===== config.mk =====
export PLATFORM = sky130hd
export DESIGN_NAME = seg7_scan_display
export DESIGN_NICKNAME = d
export VERILOG_FILES = /design/src/rtl/seg7_pkg.sv /design/src/rtl/seg7_scan_display_bin2bcd_iter.sv /design/src/rtl/seg7_scan_display.sv
export SDC_FILE = /design/constraint.sdc
export NUM_CORES = 1
export LEC_CHECK = 0
export ABC_AREA = 1
export BUFFER_PORTS_ARGS = -buffer_cell sky130_fd_sc_hd__buf_2
export CAP_MARGIN = 0
export CORE_UTILIZATION = 56
export CTS_BUF_LIST = sky130_fd_sc_hd__clkbuf_8
export DETAILED_ROUTE_END_ITERATION = 8
export PLACE_DENSITY = 0.86
export SETUP_SLACK_MARGIN = 0.1
export SYNTH_ARGS = -nofsm -noshare
export SYNTH_HDL_FRONTEND = slang
export SYNTH_SLANG_ARGS = --single-unit

===== constraint.sdc =====
create_clock -name clk -period 1.95 [get_ports clk]
set_clock_uncertainty 0.1 [all_clocks]
set_input_delay 0.195 -clock clk [delete_from_list [all_inputs] [get_ports clk]]
set_output_delay 0.195 -clock clk [all_outputs]
set_load 0.01 [all_outputs]

===== src/rtl/seg7_pkg.sv =====
// Shared glyph definitions for the multiplexed seven-segment driver.
// Glyphs are active-high {g,f,e,d,c,b,a}; output polarity is applied at the pins.
package seg7_pkg;

    localparam logic [6:0] GLYPH_0    = 7'h3F;
    localparam logic [6:0] GLYPH_1    = 7'h06;
    localparam logic [6:0] GLYPH_2    = 7'h5B;
    localparam logic [6:0] GLYPH_3    = 7'h4F;
    localparam logic [6:0] GLYPH_4    = 7'h66;
    localparam logic [6:0] GLYPH_5    = 7'h6D;
    localparam logic [6:0] GLYPH_6    = 7'h7D;
    localparam logic [6:0] GLYPH_7    = 7'h07;
    localparam logic [6:0] GLYPH_8    = 7'h7F;
    localparam logic [6:0] GLYPH_9    = 7'h6F;
    localparam logic [6:0] GLYPH_A    = 7'h77;
    localparam logic [6:0] GLYPH_B    = 7'h7C;
    localparam logic [6:0] GLYPH_C    = 7'h39;
    localparam logic [6:0] GLYPH_D    = 7'h5E;
    localparam logic [6:0] GLYPH_E    = 7'h79;
    localparam logic [6:0] GLYPH_F    = 7'h71;
    localparam logic [6:0] GLYPH_DASH = 7'h40;
    localparam logic [6:0] SEG_OFF    = 7'h00;

    function automatic logic [6:0] nibble_to_glyph(input logic [3:0] nib);
        case (nib)
            4'h0:    return GLYPH_0;
            4'h1:    return GLYPH_1;
            4'h2:    return GLYPH_2;
            4'h3:    return GLYPH_3;
            4'h4:    return GLYPH_4;
            4'h5:    return GLYPH_5;
            4'h6:    return GLYPH_6;
            4'h7:    return GLYPH_7;
            4'h8:    return GLYPH_8;
            4'h9:    return GLYPH_9;
            4'hA:    return GLYPH_A;
            4'hB:    return GLYPH_B;
            4'hC:    return GLYPH_C;
            4'hD:    return GLYPH_D;
            4'hE:    return GLYPH_E;
            default: return GLYPH_F;
        endcase
    endfunction

endpackage


===== src/rtl/seg7_scan_display_bin2bcd_iter.sv =====
// Iterative double-dabble converter, one bit per clock; hex mode passes nibbles through.
// done_o marks the final busy cycle, when bcd_o/overflow_o carry the finished result.
module bin2bcd_iter
    import seg7_pkg::*;
#(
    parameter int BIN_WIDTH  = 14,
    parameter int NUM_DIGITS = 4
) (
    input  logic                      clk,
    input  logic                      reset,
    input  logic                      start_i,
    input  logic                      hex_i,
    input  logic [BIN_WIDTH-1:0]      value_i,
    output logic                      busy_o,
    output logic                      done_o,
    output logic [4*NUM_DIGITS-1:0]   bcd_o,
    output logic                      overflow_o
);

    localparam int BCD_W = 4 * NUM_DIGITS;
    localparam int CNT_W = $clog2(BIN_WIDTH + 1);
    localparam int EXT_W = (BIN_WIDTH > BCD_W) ? BIN_WIDTH : BCD_W;

    logic                 busy_q, busy_d;
    logic                 hex_q, hex_d;
    logic [BIN_WIDTH-1:0] shift_q, shift_d;
    logic [BCD_W-1:0]     bcd_q, bcd_d;
    logic                 ovf_q, ovf_d;
    logic [CNT_W-1:0]     cnt_q, cnt_d;

    logic [BCD_W-1:0] adj;
    logic [BCD_W-1:0] dd_next;
    logic             dd_ovf;
    logic             last;
    logic [EXT_W-1:0] value_ext;

    for (genvar gi = 0; gi < NUM_DIGITS; gi++) begin : g_adj
        assign adj[gi*4 +: 4] = (bcd_q[gi*4 +: 4] >= 4'd5) ? bcd_q[gi*4 +: 4] + 4'd3
                                                           : bcd_q[gi*4 +: 4];
    end

    // A 1 leaving the top nibble means the value needs more digits than we have.
    assign dd_next   = {adj[BCD_W-2:0], shift_q[BIN_WIDTH-1]};
    assign dd_ovf    = ovf_q | adj[BCD_W-1];
    assign last      = (cnt_q == CNT_W'(BIN_WIDTH - 1));
    assign value_ext = EXT_W'(shift_q);

    always_comb begin
        busy_d  = busy_q;
        hex_d   = hex_q;
        shift_d = shift_q;
        bcd_d   = bcd_q;
        ovf_d   = ovf_q;
        cnt_d   = cnt_q;
        if (busy_q) begin
            if (hex_q) begin
                busy_d = 1'b0;
            end else begin
                bcd_d   = dd_next;
                ovf_d   = dd_ovf;
                shift_d = shift_q << 1;
                cnt_d   = cnt_q + CNT_W'(1);
                if (last) busy_d = 1'b0;
            end
        end else if (start_i) begin
            busy_d  = 1'b1;
            hex_d   = hex_i;
            shift_d = value_i;
            bcd_d   = '0;
            ovf_d   = 1'b0;
            cnt_d   = '0;
        end
    end

    always_ff @(posedge clk) begin
        if (reset) begin
            busy_q  <= 1'b0;
            hex_q   <= 1'b0;
            shift_q <= '0;
            bcd_q   <= '0;
            ovf_q   <= 1'b0;
            cnt_q   <= '0;
        end else begin
            busy_q  <= busy_d;
            hex_q   <= hex_d;
            shift_q <= shift_d;
            bcd_q   <= bcd_d;
            ovf_q   <= ovf_d;
            cnt_q   <= cnt_d;
        end
    end

    assign busy_o     = busy_q;
    assign done_o     = busy_q & (hex_q | last);
    assign bcd_o      = hex_q ? value_ext[BCD_W-1:0] : dd_next;
    assign overflow_o = hex_q ? |(value_ext >> BCD_W) : dd_ovf;

endmodule


===== src/rtl/seg7_scan_display.sv =====
// Multi-digit scanned seven-segment driver: converts a binary value, holds the
// committed digits and time-multiplexes them onto one shared segment bus.
module seg7_scan_display
    import seg7_pkg::*;
#(
    parameter int NUM_DIGITS  = 4,
    parameter int BIN_WIDTH   = 14,
    parameter int REFRESH_DIV = 50000,
    parameter bit ACTIVE_LOW  = 1'b1
) (
    input  logic                  clk,
    input  logic                  reset,
    input  logic [BIN_WIDTH-1:0]  value,
    input  logic                  load,
    input  logic                  hex_mode,
    input  logic                  blank_lz,
    input  logic [NUM_DIGITS-1:0] dp_mask,
    output logic                  busy,
    output logic                  overflow,
    output logic [NUM_DIGITS-1:0] digit_sel,
    output logic [6:0]            seg,
    output logic                  dp
);

    localparam int BCD_W = 4 * NUM_DIGITS;
    localparam int IDX_W = (NUM_DIGITS > 1) ? $clog2(NUM_DIGITS) : 1;
    localparam int PRE_W = $clog2(REFRESH_DIV);
    localparam logic [6:0]            SEG_IDLE = ACTIVE_LOW ? ~SEG_OFF : SEG_OFF;
    localparam logic [NUM_DIGITS-1:0] SEL_IDLE = ACTIVE_LOW ? {NUM_DIGITS{1'b1}} : '0;

    logic [BCD_W-1:0]      digits_q, digits_d;
    logic                  ovf_q, ovf_d;
    logic                  valid_q, valid_d;
    logic [PRE_W-1:0]      presc_q, presc_d;
    logic [IDX_W-1:0]      idx_q, idx_d;
    logic [6:0]            seg_q, seg_d;
    logic                  dp_q, dp_d;
    logic [NUM_DIGITS-1:0] sel_q, sel_d;

    logic                  conv_done;
    logic [BCD_W-1:0]      conv_bcd;
    logic                  conv_ovf;
    logic [3:0]            digit_arr [NUM_DIGITS];
    logic [NUM_DIGITS-1:0] blank_vec;
    logic [NUM_DIGITS-1:0] sel_onehot;
    logic [6:0]            glyph;
    logic                  presc_last;

    bin2bcd_iter #(
        .BIN_WIDTH  (BIN_WIDTH),
        .NUM_DIGITS (NUM_DIGITS)
    ) u_conv (
        .clk        (clk),
        .reset      (reset),
        .start_i    (load),
        .hex_i      (hex_mode),
        .value_i    (value),
        .busy_o     (busy),
        .done_o     (conv_done),
        .bcd_o      (conv_bcd),
        .overflow_o (conv_ovf)
    );

    for (genvar gi = 0; gi < NUM_DIGITS; gi++) begin : g_digit
        assign digit_arr[gi]  = digits_q[gi*4 +: 4];
        assign sel_onehot[gi] = (idx_q == IDX_W'(gi));
        // Digit 0 always shows; higher digits blank only if everything above is zero too.
        if (gi == 0) begin : g_lsd
            assign blank_vec[gi] = 1'b0;
        end else begin : g_upper
            assign blank_vec[gi] = blank_lz && (digits_q[BCD_W-1:4*gi] == '0);
        end
    end

    assign presc_last = (presc_q == PRE_W'(REFRESH_DIV - 1));

    always_comb begin
        digits_d = digits_q;
        ovf_d    = ovf_q;
        valid_d  = valid_q;
        if (conv_done) begin
            digits_d = conv_bcd;
            ovf_d    = conv_ovf;
            valid_d  = 1'b1;
        end

        presc_d = presc_q + PRE_W'(1);
        idx_d   = idx_q;
        if (presc_last) begin
            presc_d = '0;
            idx_d   = (idx_q == IDX_W'(NUM_DIGITS - 1)) ? '0 : idx_q + IDX_W'(1);
        end

        glyph = SEG_OFF;
        if (valid_q) begin
            if (ovf_q)                 glyph = GLYPH_DASH;
            else if (!blank_vec[idx_q]) glyph = nibble_to_glyph(digit_arr[idx_q]);
        end

        seg_d = ACTIVE_LOW ? ~glyph : glyph;
        dp_d  = ACTIVE_LOW ? ~(valid_q & dp_mask[idx_q]) : (valid_q & dp_mask[idx_q]);
        sel_d = ACTIVE_LOW ? ~sel_onehot : sel_onehot;
    end

    always_ff @(posedge clk) begin
        if (reset) begin
            digits_q <= '0;
            ovf_q    <= 1'b0;
            valid_q  <= 1'b0;
            presc_q  <= '0;
            idx_q    <= '0;
            seg_q    <= SEG_IDLE;
            dp_q     <= ACTIVE_LOW;
            sel_q    <= SEL_IDLE;
        end else begin
            digits_q <= digits_d;
            ovf_q    <= ovf_d;
            valid_q  <= valid_d;
            presc_q  <= presc_d;
            idx_q    <= idx_d;
            seg_q    <= seg_d;
            dp_q     <= dp_d;
            sel_q    <= sel_d;
        end
    end

    assign overflow  = ovf_q;
    assign seg       = seg_q;
    assign dp        = dp_q;
    assign digit_sel = sel_q;

endmodule


# After elaboration in Yosys (flattened, before gate mapping)
# Memory sizes are Yosys's and may differ from the RTL's.
# Cells that the tools add are included.
dict set report classes {
  n_lt_le_gt_ge 6
  div_mod_pow 0
  mul 0
  bitwise 9
  eq_ne 6
  shift 0
  reduce_logical 11
  muxes 33
  add_sub_neg 7
}
# operator count
set ops {}
lappend ops {{$mux 16} 4}
lappend ops {{$mux 14} 3}
lappend ops {{$mux 4} 9}
lappend ops {{$mux 7} 3}
lappend ops {{$add 16x1->16 const B} 1}
lappend ops {{$add 4x2->4 const B} 4}
lappend ops {{$eq 16x16->1 const B} 1}
lappend ops {{$ge 4x3->1 const B} 4}
lappend ops {{$logic_not 12->1} 1}
lappend ops {{$mux 1} 10}
lappend ops {{$bmux 4 s2} 1}
lappend ops {{$logic_not 8->1} 1}
lappend ops {{$not 7->7} 1}
lappend ops {{$add 4x1->4 const B} 1}
lappend ops {{$bmux 1 s2} 2}
lappend ops {{$eq 2x2->1 const B} 2}
lappend ops {{$eq 4x4->1 const B} 1}
lappend ops {{$logic_not 4->1} 1}
lappend ops {{$not 4->4} 1}
lappend ops {{$reduce_and 2->1} 2}
lappend ops {{$ge 3x3->1 const B} 1}
lappend ops {{$logic_and 1x1->1} 3}
lappend ops {{$lt 2x3->1 const B} 1}
lappend ops {{$not 2->3} 1}
lappend ops {{10 further kinds} 13}
dict set report totals {
  word_cells 87
  rom_bits 112
  n_memories 1
  reg_bits 85
  ram_bits 0
  out_inout_bits 14
  in_bits 23
  latch_bits 0
}
# memory depth word_bits read_ports rd_clocked_by_memory_dff wr line
set mem_list {}
lappend mem_list {{(name not given)} 16 7 1 0 0 seg7_pkg.sv:25} ;# case (nib)

# Depth between registers and ports, before layout
# Gate-level depths: netlist of run 1.
# An unclocked memory read counts as a cell.
dict set report logic_depth {
  word_depth 9
  mapped_depth 13
  depth_no_buf 12
}

# Cells and area by module
# From an unflattened synthesis of run 1, not the netlist that was laid out.
dict set report unflattened {
  hier_cells 644
  hier_area_um2 4524.3
}
# module cells_per_inst area_each_um2 instances seq_area_each_um2
set by_module_without_submodules {}
lappend by_module_without_submodules {seg7_scan_display 325 2351.0 1 960.9}
lappend by_module_without_submodules {bin2bcd_iter 319 2173.3 1 740.7}

# Least setup slack after synthesis of run 1
# Ideal clock, no wire load.
dict set report synth_timing {
  kind {register to register}
  from {register idx_q[0]}
  to {register seg_q[6], in the netlist seg[6]}
  path_buffers 1
  path_stages_with_launch 14
  required_ns 1.732
  setup_slack_ns 0.007
  arrival_ns 1.725
  synth_period_minus_slack_ns 1.943
  setup_ns 0.118
  cell_sequence {dfxtp_1 buf_2 clkinv_1 nand2_1 nand3_1 o21ai_1 inv_1 ha_1 nand3_1 nand2_1 nand2_1 nand2_1 nand2_1 nand2_1}
}
dict set report synth_between {
  elab_chain_cells 9
  word_cells_on_any_way 11
  classes_between {mux (8); bitwise (2); memory (1)}
}
# item line
set synth_lines {}
lappend synth_lines {{start, declared} seg7_scan_display.sv:35} ;# logic [IDX_W-1:0] idx_q, idx_d;
lappend synth_lines {{start signal, assigned} seg7_scan_display.sv:120} ;# idx_q <= idx_d;
lappend synth_lines {{$not 2->3 (not written as such)} seg7_scan_display.sv:97} ;# else if (!blank_vec[idx_q]) glyph = nibble_to_glyph(digit_arr[idx_q]);
lappend synth_lines {{$bmux 4 s2} seg7_scan_display.sv:97}
lappend synth_lines {{$mux 4 (not written as such) (2 in a row)} seg7_scan_display.sv:97}
lappend synth_lines {{$mem_v2 16x7} -}
lappend synth_lines {{$mux 7 *} seg7_scan_display.sv:97}
lappend synth_lines {{$mux 7 *} seg7_scan_display.sv:96} ;# if (ovf_q) glyph = GLYPH_DASH;
lappend synth_lines {{$mux 7 *} seg7_scan_display.sv:95} ;# if (valid_q) begin
lappend synth_lines {{$not 7->7 *} seg7_scan_display.sv:100} ;# seg_d = ACTIVE_LOW ? ~glyph : glyph;
lappend synth_lines {{end signal, assigned} seg7_scan_display.sv:121} ;# seg_q <= seg_d;
lappend synth_lines {{end, declared} seg7_scan_display.sv:36} ;# logic [6:0] seg_q, seg_d;
# Mark *: on every way between the ends. The rest lies on a longest branch, timed or not. The select of a mux whose other input is x is not followed.
# A chain may end at the register's enable or synchronous reset.

# Worst setup path in the final report of run 1
dict set report layout_timing {
  from {register u_conv.busy_q, in the netlist u_conv.busy_o}
  to {register u_conv.shift_q[2]}
}
dict set report layout_between {
  elab_chain_cells 2
  word_cells_on_any_way 4
  classes_between {eq/ne (1); mux (1); reduce/logical (2)}
}
# item line
set layout_lines {}
lappend layout_lines {{start, declared} seg7_scan_display_bin2bcd_iter.sv:24} ;# logic busy_q, busy_d;
lappend layout_lines {{start signal, assigned} seg7_scan_display_bin2bcd_iter.sv:84} ;# busy_q <= busy_d;
lappend layout_lines {{$ne 2x2->1 (no line) / $reduce_bool 2->1 (equally long branches)} -}
lappend layout_lines {{$reduce_and 2->1 (no line)} -}
lappend layout_lines {{end signal, assigned} seg7_scan_display_bin2bcd_iter.sv:86} ;# shift_q <= shift_d;
lappend layout_lines {{end, declared} seg7_scan_display_bin2bcd_iter.sv:26} ;# logic [BIN_WIDTH-1:0] shift_q, shift_d;
# Parallel ways exist; a longest one is shown, timed or not.

==> results of run 1 <==
==> what timing repair did <==
item,in CTS,in global routing
hold buffers,2,0
gates resized for setup,0,14
setup buffers,0,1
setup endpoints to repair,0,40
hold endpoints to repair,2,0
==> layout by cell type (no fill, tap or decap), types with 2 or more instances in the layout <==
cell type      instances
a21oi_1               69
a31oi_1                3
buf_2                 36
buf_4                 14
clkbuf_8              11
dfxtp_1               83
dlygate4sd3_1          2
ha_1                  20
inv_1                 65
inv_2                  3
inv_4                  2
nand2_1              176
nand2_2                3
nand2_4                3
nand3_1               47
nand4_1                7
nor2_1                39
nor3_1                 8
nor3b_1                2
o211ai_1               2
o21ai_0               51
o21bai_1               2
o22ai_1                3
xor2_1                 4
==> synth_stat cells, drive strengths merged <==
master  number
o22ai        3
o21ai       52
a211oi       1
buf         11
ha          21
nor3b        2
inv         70
a31oi        3
xor2         4
o211ai       2
nor2        41
nand4        7
nor3         9
o21a         1
a21oi       69
clkbuf      11
or2          1
dfxtp       85
clkinv       1
nand3       48
nand2      182
xnor2        1
o21bai       2
==> where the power goes <==
part | internal [uW] | leakage, uW | switching [uW]
Sequential | 1790 | 0.000692 | 33.1
Clock | 639 | 0.0000971 | 570
Combinational | 125 | 0.00124 | 222
Total | 2550 | 0.00203 | 825
==> path summary, 6_finish.rpt <==
check | startpoint | end | cells after the start | slack (ns)
min | value[1] | u_conv.shift_q[1] | 3 | 0.02
min reg2reg | presc_q[0] | presc_q[0] | 1 | 0.35
max reg2reg | u_conv.busy_o | u_conv.shift_q[2] | 7 | 0.22
max | u_conv.busy_o | u_conv.shift_q[2] | 7 | 0.22
==> registers in the layout (all words and copies together) (netlist names) <==
name / cells
u_conv.hex_q: 1
seg: 7
dp: 1
u_conv.bcd_q: 16
valid_q: 1
idx_q: 2
u_conv.cnt_q: 4
u_conv.busy_o: 1
digits_q: 16
u_conv.ovf_q: 1
u_conv.shift_q: 14
overflow: 1
digit_sel: 4
presc_q: 16
==> logic make-up after synthesis <==
group	synth area share, %
adders and majority gates	6.11
DFF	39.6
and+or+nand+nor	28.4
buffers and inverters	8.88
AOI/OAI and AO/OA	16.0
xor gates and xnor gates	1.02
==> worst max-delay path, delay by kind of cell (launching register included) <==
kind            cells  cell delay, ns
compound gates      2            0.22
buf+inv             3            0.51
flops               1            0.56
simple gates        2            0.27
==> final cells by class <==
class / instances / area (um^2)
fillers: 622 / 2450
multi-input cells: 449 / 2250
flip-flops and latches: 85 / 1710
repair buffers: 54 / 337
inverters: 71 / 275
clock buffers: 11 / 151
well taps: 99 / 124
clock inverters: 2 / 35.0
==> metal layers <==
metal	global-route usage [%]	wire, um	vias to the layer above
li1	-	-	2117
met1	29.3	4350	1936
met4	11.4	194	0
met3	3.38	364	20
met2	46.3	4720	91
met5	0	0	-
==> per-stage QoR <==
stage	cell area (um^2)	cells
after floorplan	4300	627
after global placement	4620	755
after detailed placement	4620	755
after CTS	4830	770
after global routing	4880	771
final	4880	771
==> impl_metrics.yaml, run 1 <==
worst_setup_path:
  worstPathCellList: "nor2_1 -> inv_1 -> nand2_4 -> inv_2 -> buf_12 -> o21ai_0 -> a21oi_1"
  max_stage_delay_ns: 0.56
  worstPathArrival_ns: 1.91
  crit_path_top_delay_cell: "dfxtp_1"
  critical_path_peak_fanout: 29
  crit_path_end_kind: "flip-flop"
  path_class: "flip-flop to flip-flop"
  crit_required_ns: 2.13
  start_kind: "flip-flop"
timing:
  setup_viol: 0
  final_max_slew_viol_count: 0
  slew_headroom_pct: 74.1
  whs_ns: 0.0202
  grt_setup_unrepaired: "yes"
  finalSetupTns_ns: 0
  finalWorstSetupSlack_ns: 0.216
  period_minus_slack_ns: 1.73
  fmax_mhz: 577
  worst_slew_pin_slew_ns: 0.388
  finalCritPeriodShare_pct: 88.9
  hold_viol_final: 0
job:
  cap_viol_max_count: 0
clock_network:
  clk_latency_ns: 0.34
  cts_buffer_depth: 2
  clkSinkCount: 85
  ctsHtreeMaxLevel: 3
  cts_tree: "yes"
  clkTransAtPathRegs_ns: 0.08
  cts_root_buf: "clkbuf_8"
  cts_buffers: 9
yosys:
  synth.cell_area_mm2: 0.00430
  ys_types: 33
  syn_inst: 627
  yosysTopAreaCell: "dfxtp_1"
  synth_top_area_share_pct: 39.6
  synth_seq_cells: 85
  ys_top_cells_by_area: "dfxtp_1 40%, nand2_1 16%, a21oi_1 8.0%"
  avgSynthCellArea_um2: 6.86
  synth_seq_area_share_pct: 39.6
  synth_warnings: 0
  synth_nets: 671
floorplanning:
  dieArea_mm2: 0.00803
  die_h_um: 89.6
  start_util_pct: 58.6
  io_pins: 37
  coreArea_mm2: 0.00733
  chipWidth_um: 89.6
  rows: 31
grt:
  overflow: 0
  antenna_found_initial: 0
  grt_pass1_wl_mm: 15.7
  grt_max_degree: 30
  grtUsageTotal_pct: 25.3
  grt_pass1_vias: 3783
pwr:
  p_leak_uw: 0.00203
  power_density_mw_per_mm2: 693
  finalPower_uw: 3380
  ir_worst_vdd_mv: 0.529
run_status:
  outcome: "finished clean"
finish:
  fin_util_pct: 66.5
  num_antenna_cells: 0
  area_growth_pct: 13.4
  drive_above_1_share_pct: 12.8
  nets: 714
place:
  gp_congestion: 0.900
  post-place-ws_ns: 0.138
  hpwlAfterDp_mm: 7.12
  port_buffers: 36
routing:
  post_drt_via_cell_ratio: 5.40
  routedWlPerCell_um: 12.5
  routed_wl_mm: 9.63
  antenna_left: 0
  drc: 0
  drt-pass1-iter-count: 5
  drt-initial-drc-count: 217
  vias: 4164
hold_path:
  hold_path.class: "input pin to flip-flop"
No activity file was read; power rests on OpenSTA's default activity.
==> run 2, diff against run 1 <==
--- a/config.mk
+++ b/config.mk
@@ -6,13 +6,15 @@
 export NUM_CORES = 1
 export LEC_CHECK = 0
 export ABC_AREA = 1
-export BUFFER_PORTS_ARGS = -buffer_cell sky130_fd_sc_hd__buf_2
 export CAP_MARGIN = 0
-export CORE_UTILIZATION = 56
+export CORE_UTILIZATION = 60
 export CTS_BUF_LIST = sky130_fd_sc_hd__clkbuf_8
 export DETAILED_ROUTE_END_ITERATION = 8
+export DONT_BUFFER_PORTS = 1
+export HOLD_SLACK_MARGIN = 0.1
 export PLACE_DENSITY = 0.86
 export SETUP_SLACK_MARGIN = 0.1
 export SYNTH_ARGS = -nofsm -noshare
 export SYNTH_HDL_FRONTEND = slang
+export SYNTH_HIERARCHICAL = 1
 export SYNTH_SLANG_ARGS = --single-unit
==> run 2 against run 1 <==
  * First-iteration DRC count up 42%
  * Routed wire length up 8.2%
  * Critical path type unchanged
  * Via count up 3.5%
  * Utilization up 2.5 points
  * Synthesized cell count up 2.7%
  * Critical endpoint is now digits_q[9]
  * Non-clock buffer count down 21
  * Global-route usage up 1.9 points
  * Largest power group unchanged
  * Critical path depth up 3
  * Register-to-register slack worse by 0.05 ns
  * Combinational power up 5%
  * Cell area up 2.7%
==> impl_metrics.yaml, run 2 <==
timing:
  final_max_slew_viol_count: 0
  finalCritPeriodShare_pct: 91.3
  finalWorstSetupSlack_ns: 0.169
  fmax_mhz: 561
  finalSetupTns_ns: 0
  setup_viol: 0
  hold_viol_final: 0
  period_minus_slack_ns: 1.78
  worst_slew_pin_slew_ns: 0.978
  grt_setup_unrepaired: "yes"
  slew_headroom_pct: 34.8
finish:
  fin_util_pct: 69.1
  drive_above_1_share_pct: 10.8
  nets: 709
  fillers: 568
  area_growth_pct: 10.7
  final_cells: 768
  top_regs: "digits_q (16), presc_q (16), u_conv/bcd_q (16)"
  num_antenna_cells: 0
  final_common_cell: "nand2_1"
  mostFrequentLayoutCells: "183 x nand2_1, 83 x dfxtp_1, 59 x nand3_1"
yosys:
  synth_nets: 688
  synth_edf_count: 0
  yosysTopAreaCell: "dfxtp_1"
  synth_top_area_share_pct: 37.6
  ys_top_cells_by_area: "dfxtp_1 38%, nand2_1 15%, nand3_1 6.5%"
  avgSynthCellArea_um2: 7.03
  synth_seq_area_share_pct: 37.6
  ys_types: 43
  syn_inst: 644
  synth_seq_cells: 85
  synth.cell_area_mm2: 0.00452
  synth_common_cells: "184 x nand2_1, 85 x dfxtp_1, 59 x nand3_1, 50 x nor2_1, 48 x inv_1"
  synth-async-reset-ratio_pct: 0
  ys.flop_type: "dfxtp_1"
  synth_warnings: 6
  yosysMostFrequentCell: "nand2_1"
floorplanning:
  rows: 31
  die_h_um: 88.8
  chipWidth_um: 88.8
  coreArea_mm2: 0.00725
  dieArea_mm2: 0.00789
  io_pins: 37
  start_util_pct: 62.4
pwr:
  ir_worst_vdd_mv: 0.563
  p_leak_uw: 0.00205
  power_density_mw_per_mm2: 689
  finalPower_uw: 3450
worst_setup_path:
  regToRegStartpoint: "u_conv/bcd_q[8]"
  crit_path_end_kind: "flip-flop"
  critical_path_peak_fanout: 5
  path_class: "flip-flop to flip-flop"
  start_kind: "flip-flop"
  crit_required_ns: 2.09
  r2r_slack_ns: 0.17
  r2r_end: "digits_q[9]"
  worstPathArrival_ns: 1.92
  reg2regPathDepth: 10
grt:
  antenna_found_initial: 0
  grtUsageTotal_pct: 27.2
  overflow: 0
  grt_max_degree: 30
  grt_pass1_vias: 3740
  grt_pass1_wl_mm: 16.6
clock_network:
  cts_tree: "yes"
  cts_root_buf: "clkbuf_8"
  ctsHtreeMaxLevel: 3
  clkSinkCount: 85
  clkTransAtPathRegs_ns: 0.08
  cts_buffer_depth: 2
  cts_buffers: 9
  clk_latency_ns: 0.35
routing:
  antenna_left: 0
  drc: 0
  routed_wl_mm: 10.4
  drt-pass1-iter-count: 5
  routedWlPerCell_um: 13.6
  vias: 4308
  post_drt_via_cell_ratio: 5.61
  drt-initial-drc-count: 308
hold_path:
  holdPathEnd: "digit_sel[0]"
  holdPathStages: 2
  hold_path.class: "input pin to flip-flop"
  min-delay-start: "reset"
place:
  hpwlAfterDp_mm: 7.01
  dp_cells: 729
  post-place-ws_ns: 0.168
  gp_congestion: 0.913
  port_buffers: 0
run_status:
  outcome: "finished clean"
job:
  cap_viol_max_count: 0
-- run 2: cell types whose count changed after synthesis, sizes merged, moves of 7 or more --
cell   before  now
nand3      48   60
inv        70   61
nor2       41   57
a31oi       3   13
nand2     182  196
a21oi      69   40
nand4       7   14
-- run 2: power breakdown --
part | switching (uW) | leakage [uW] | total, uW | internal, uW
combinational | 235 | 0.00125 | 364 | 129
sequential | 64.9 | 0.000692 | 1870 | 1800
clock | 608 | 0.000101 | 1220 | 613
-- run 2: per-stage QoR --
| stage | hold WS [ns] | area, um^2 |
|---|---|---|
| detailed placement | 0.172 | 4570 |
| global placement | 0.169 | 4570 |
| global route | 0.162 | 5010 |
| floorplan | 0.164 | 4520 |
| finish | 0.129 | 5010 |
| CTS | 0.124 | 4950 |
-- run 2: cells by family after synthesis --
group	share of synthesized area [%]
compound gates	12.8
mux	0.664
fa+ha+maj	5.81
simple gates	33.6
flops	37.6
buf+inv	8.79
xor+xnor	0.774
-- run 2: cell type report --
cell class / instances / area, um^2 / share of cell area [%]
well taps: 99 / 124 / 2.47
flip-flops and latches: 85 / 1700 / 34.0
repair buffers: 33 / 299 / 5.97
clock buffers: 10 / 138 / 2.75
inverters: 62 / 254 / 5.07
clock inverters: 5 / 53.8 / 1.07
multi-input cells: 474 / 2440 / 48.6
-- run 2: critical path, stage by stage (launching register included) --
cell,delay [ns]
dfxtp_1,0.43
inv_1,0.12
ha_1,0.21
inv_1,0.09
nand2_1,0.10
nand3_1,0.16
nand2_1,0.12
nand3_1,0.09
nand2_1,0.07
nor2_1,0.13
nor2_1,0.07
-- run 2: per-layer routing --
metal  share of wire [%]  global-route usage, %
met5                   0                      0
met4                 2.4                   13.3
met3                 5.1                   4.20
met2                  48                   47.2
met1                  44                   32.9
-- run 2: timing repair --
item	CTS	global route
hold buffers	19	0
buffers inserted	0	5
setup endpoints to repair	0	32
gates resized for setup	0	12
hold endpoints to repair	47	0
-- run 2: how the worst max path moves through the flow --
stage | start | endpoint | slack (ns)
3_3_place_gp | idx_q[0] | seg[0] | 0.22
5_1_grt | u_conv/bcd_q[8] | digits_q[9] | 0.009
2_1_floorplan | idx_q[0] | seg[0] | 0.27
6_report | u_conv/bcd_q[8] | digits_q[9] | 0.17
3_5_place_dp | idx_q[0] | seg[3] | 0.17
4_1_cts | idx_q[0] | seg[6] | 0.12
==> run 3, diff against run 2 <==
==> constraint.sdc (replaced) <==
create_clock -name clk -period 1.95 [get_ports clk]
set_clock_uncertainty 0.1 [all_clocks]
set_input_delay 0.0975 -clock clk [delete_from_list [all_inputs] [get_ports clk]]
set_output_delay 0.0975 -clock clk [all_outputs]
set_load 0.01 [all_outputs]
==> run 3 against run 2 <==
  * Global-route usage grew 0.40 points
  * Largest power group unchanged
  * Register-to-register slack is essentially flat
  * Critical path type unchanged
  * Maximum frequency is 0.65% lower
  * Final cell count grew 0.91%
  * Critical endpoint unchanged
  * Via count is 0.19% higher
  * Critical path depth is the same
==> impl_metrics.yaml, run 3 (same netlist as run 2, synthesis figures left out) <==
timing:
  hold_viol_final: 0
  grt_setup_unrepaired: "yes"
  finalCritPeriodShare_pct: 91.9
  period_minus_slack_ns: 1.79
  final_max_slew_viol_count: 0
  worst_slew_pin_slew_ns: 0.917
  slew_headroom_pct: 38.6
  finalSetupTns_ns: 0
  setup_viol: 0
  fmax_mhz: 558
worst_setup_path:
  critical_path_peak_fanout: 5
  start_kind: "flip-flop"
  path_class: "flip-flop to flip-flop"
  crit_required_ns: 2.09
  worstPathArrival_ns: 1.93
  crit_path_end_kind: "flip-flop"
grt:
  grt_pass1_vias: 3746
  grt_max_degree: 30
  grtUsageTotal_pct: 27.6
  overflow: 0
  grt_pass1_wl_mm: 16.7
  antenna_found_initial: 0
routing:
  antenna_left: 0
  routed_wl_mm: 10.5
  drc: 0
  post_drt_via_cell_ratio: 5.57
  drt-pass1-iter-count: 5
  routedWlPerCell_um: 13.6
  drt-initial-drc-count: 394
  vias: 4316
finish:
  finish.instance_area_mm2: 0.00508
  top_regs: "digits_q (16), presc_q (16), u_conv/bcd_q (16)"
  regArea_mm2: 0.00171
  area_growth_pct: 12.2
  num_antenna_cells: 0
  nets: 716
  final_common_cell: "nand2_1"
  multiInputGateArea_mm2: 0.00244
  fillers: 560
  mostFrequentLayoutCells: "183 x nand2_1, 82 x dfxtp_1, 59 x nand3_1"
  drive_above_1_share_pct: 10.8
pwr:
  ir_worst_vdd_mv: 0.558
  power_density_mw_per_mm2: 682
  p_leak_uw: 0.00207
floorplanning:
  die_h_um: 88.8
  chipWidth_um: 88.8
  rows: 31
  io_pins: 37
  coreArea_mm2: 0.00725
  start_util_pct: 62.4
  dieArea_mm2: 0.00789
clock_network:
  clk_latency_ns: 0.36
  cts_buffer_depth: 2
  cts_buffers: 9
  clkTransAtPathRegs_ns: 0.08
  cts_root_buf: "clkbuf_8"
  clkSinkCount: 85
  ctsHtreeMaxLevel: 3
  cts_tree: "yes"
place:
  gp_congestion: 0.913
  port_buffers: 0
  hpwlAfterDp_mm: 7.01
  dpl_cell_area_mm2: 0.00457
hold_path:
  hold_path.class: "input pin to flip-flop"
run_status:
  outcome: "finished clean"
job:
  cap_viol_max_count: 0
==> run 3: final timing paths <==
path,from,endpoint,slack (ns),cells after the start
worst max register to register,u_conv/bcd_q[8],digits_q[9],0.16,10
worst max-delay path,u_conv/bcd_q[8],digits_q[9],0.16,10
worst min-delay path,blank_lz,seg[2],0.14,6
worst min register to register,presc_q[0],presc_q[0],0.35,1
==> run 3: what timing repair did <==
| action | CTS | global route |
|---|---|---|
| setup endpoints to repair | 0 | 28 |
| hold buffers | 26 | 0 |
| setup buffers | 0 | 5 |
| endpoints found under the hold margin | 52 | 0 |
| gates resized for setup | 0 | 12 |
==> run 3: report_power, final <==
part | internal [uW] | switching [uW] | total, uW
Sequential | 1800 | 63.9 | 1870
Clock | 613 | 610 | 1220
Combinational | 137 | 238 | 375
==> run 3: layout make-up <==
class,count,share of cell area (%)
Clock inverter,5,1.06
Sequential cell,85,33.6
Multi-Input combinational cell,474,48.0
Inverter,62,5.00
Clock buffer,10,2.71
Timing Repair Buffer,40,7.22
Tap cell,99,2.44
==> run 3: worst max-delay path, stage by stage, from the launching register on <==
cell	delay, ns
dfxtp_1	0.43
inv_1	0.12
ha_1	0.21
inv_1	0.09
nand2_1	0.10
nand3_1	0.15
nand2_1	0.12
nand3_1	0.09
nand2_1	0.07
nor2_1	0.13
nor2_1	0.07
==> run 3: metrics by stage <==
step | setup WS (ns) | hold slack (ns) | total power [uW] | std cells | utilization, %
after floorplan | 0.270 | 0.0666 | 2160 | 644 | -
after global placement | 0.218 | 0.0713 | 2190 | 729 | 62.9
after detailed placement | 0.168 | 0.0741 | 2210 | 729 | 62.9
after CTS | 0.121 | 0.129 | 3450 | 770 | 69.2
after global routing | 0.00946 | 0.199 | 3600 | 775 | 70.0
final | 0.157 | 0.139 | 3460 | 775 | 70.0
==> run 3: per-layer routing <==
| layer | wire, um | track usage [%] | vias to the layer above |
|---|---|---|---|
| met4 | 245 | 13.5 | 0 |
| met3 | 613 | 3.92 | 22 |
| met2 | 5090 | 47.6 | 162 |
| met1 | 4590 | 33.9 | 1965 |
| li1 | - | - | 2167 |
| met5 | 0 | 0 | - |
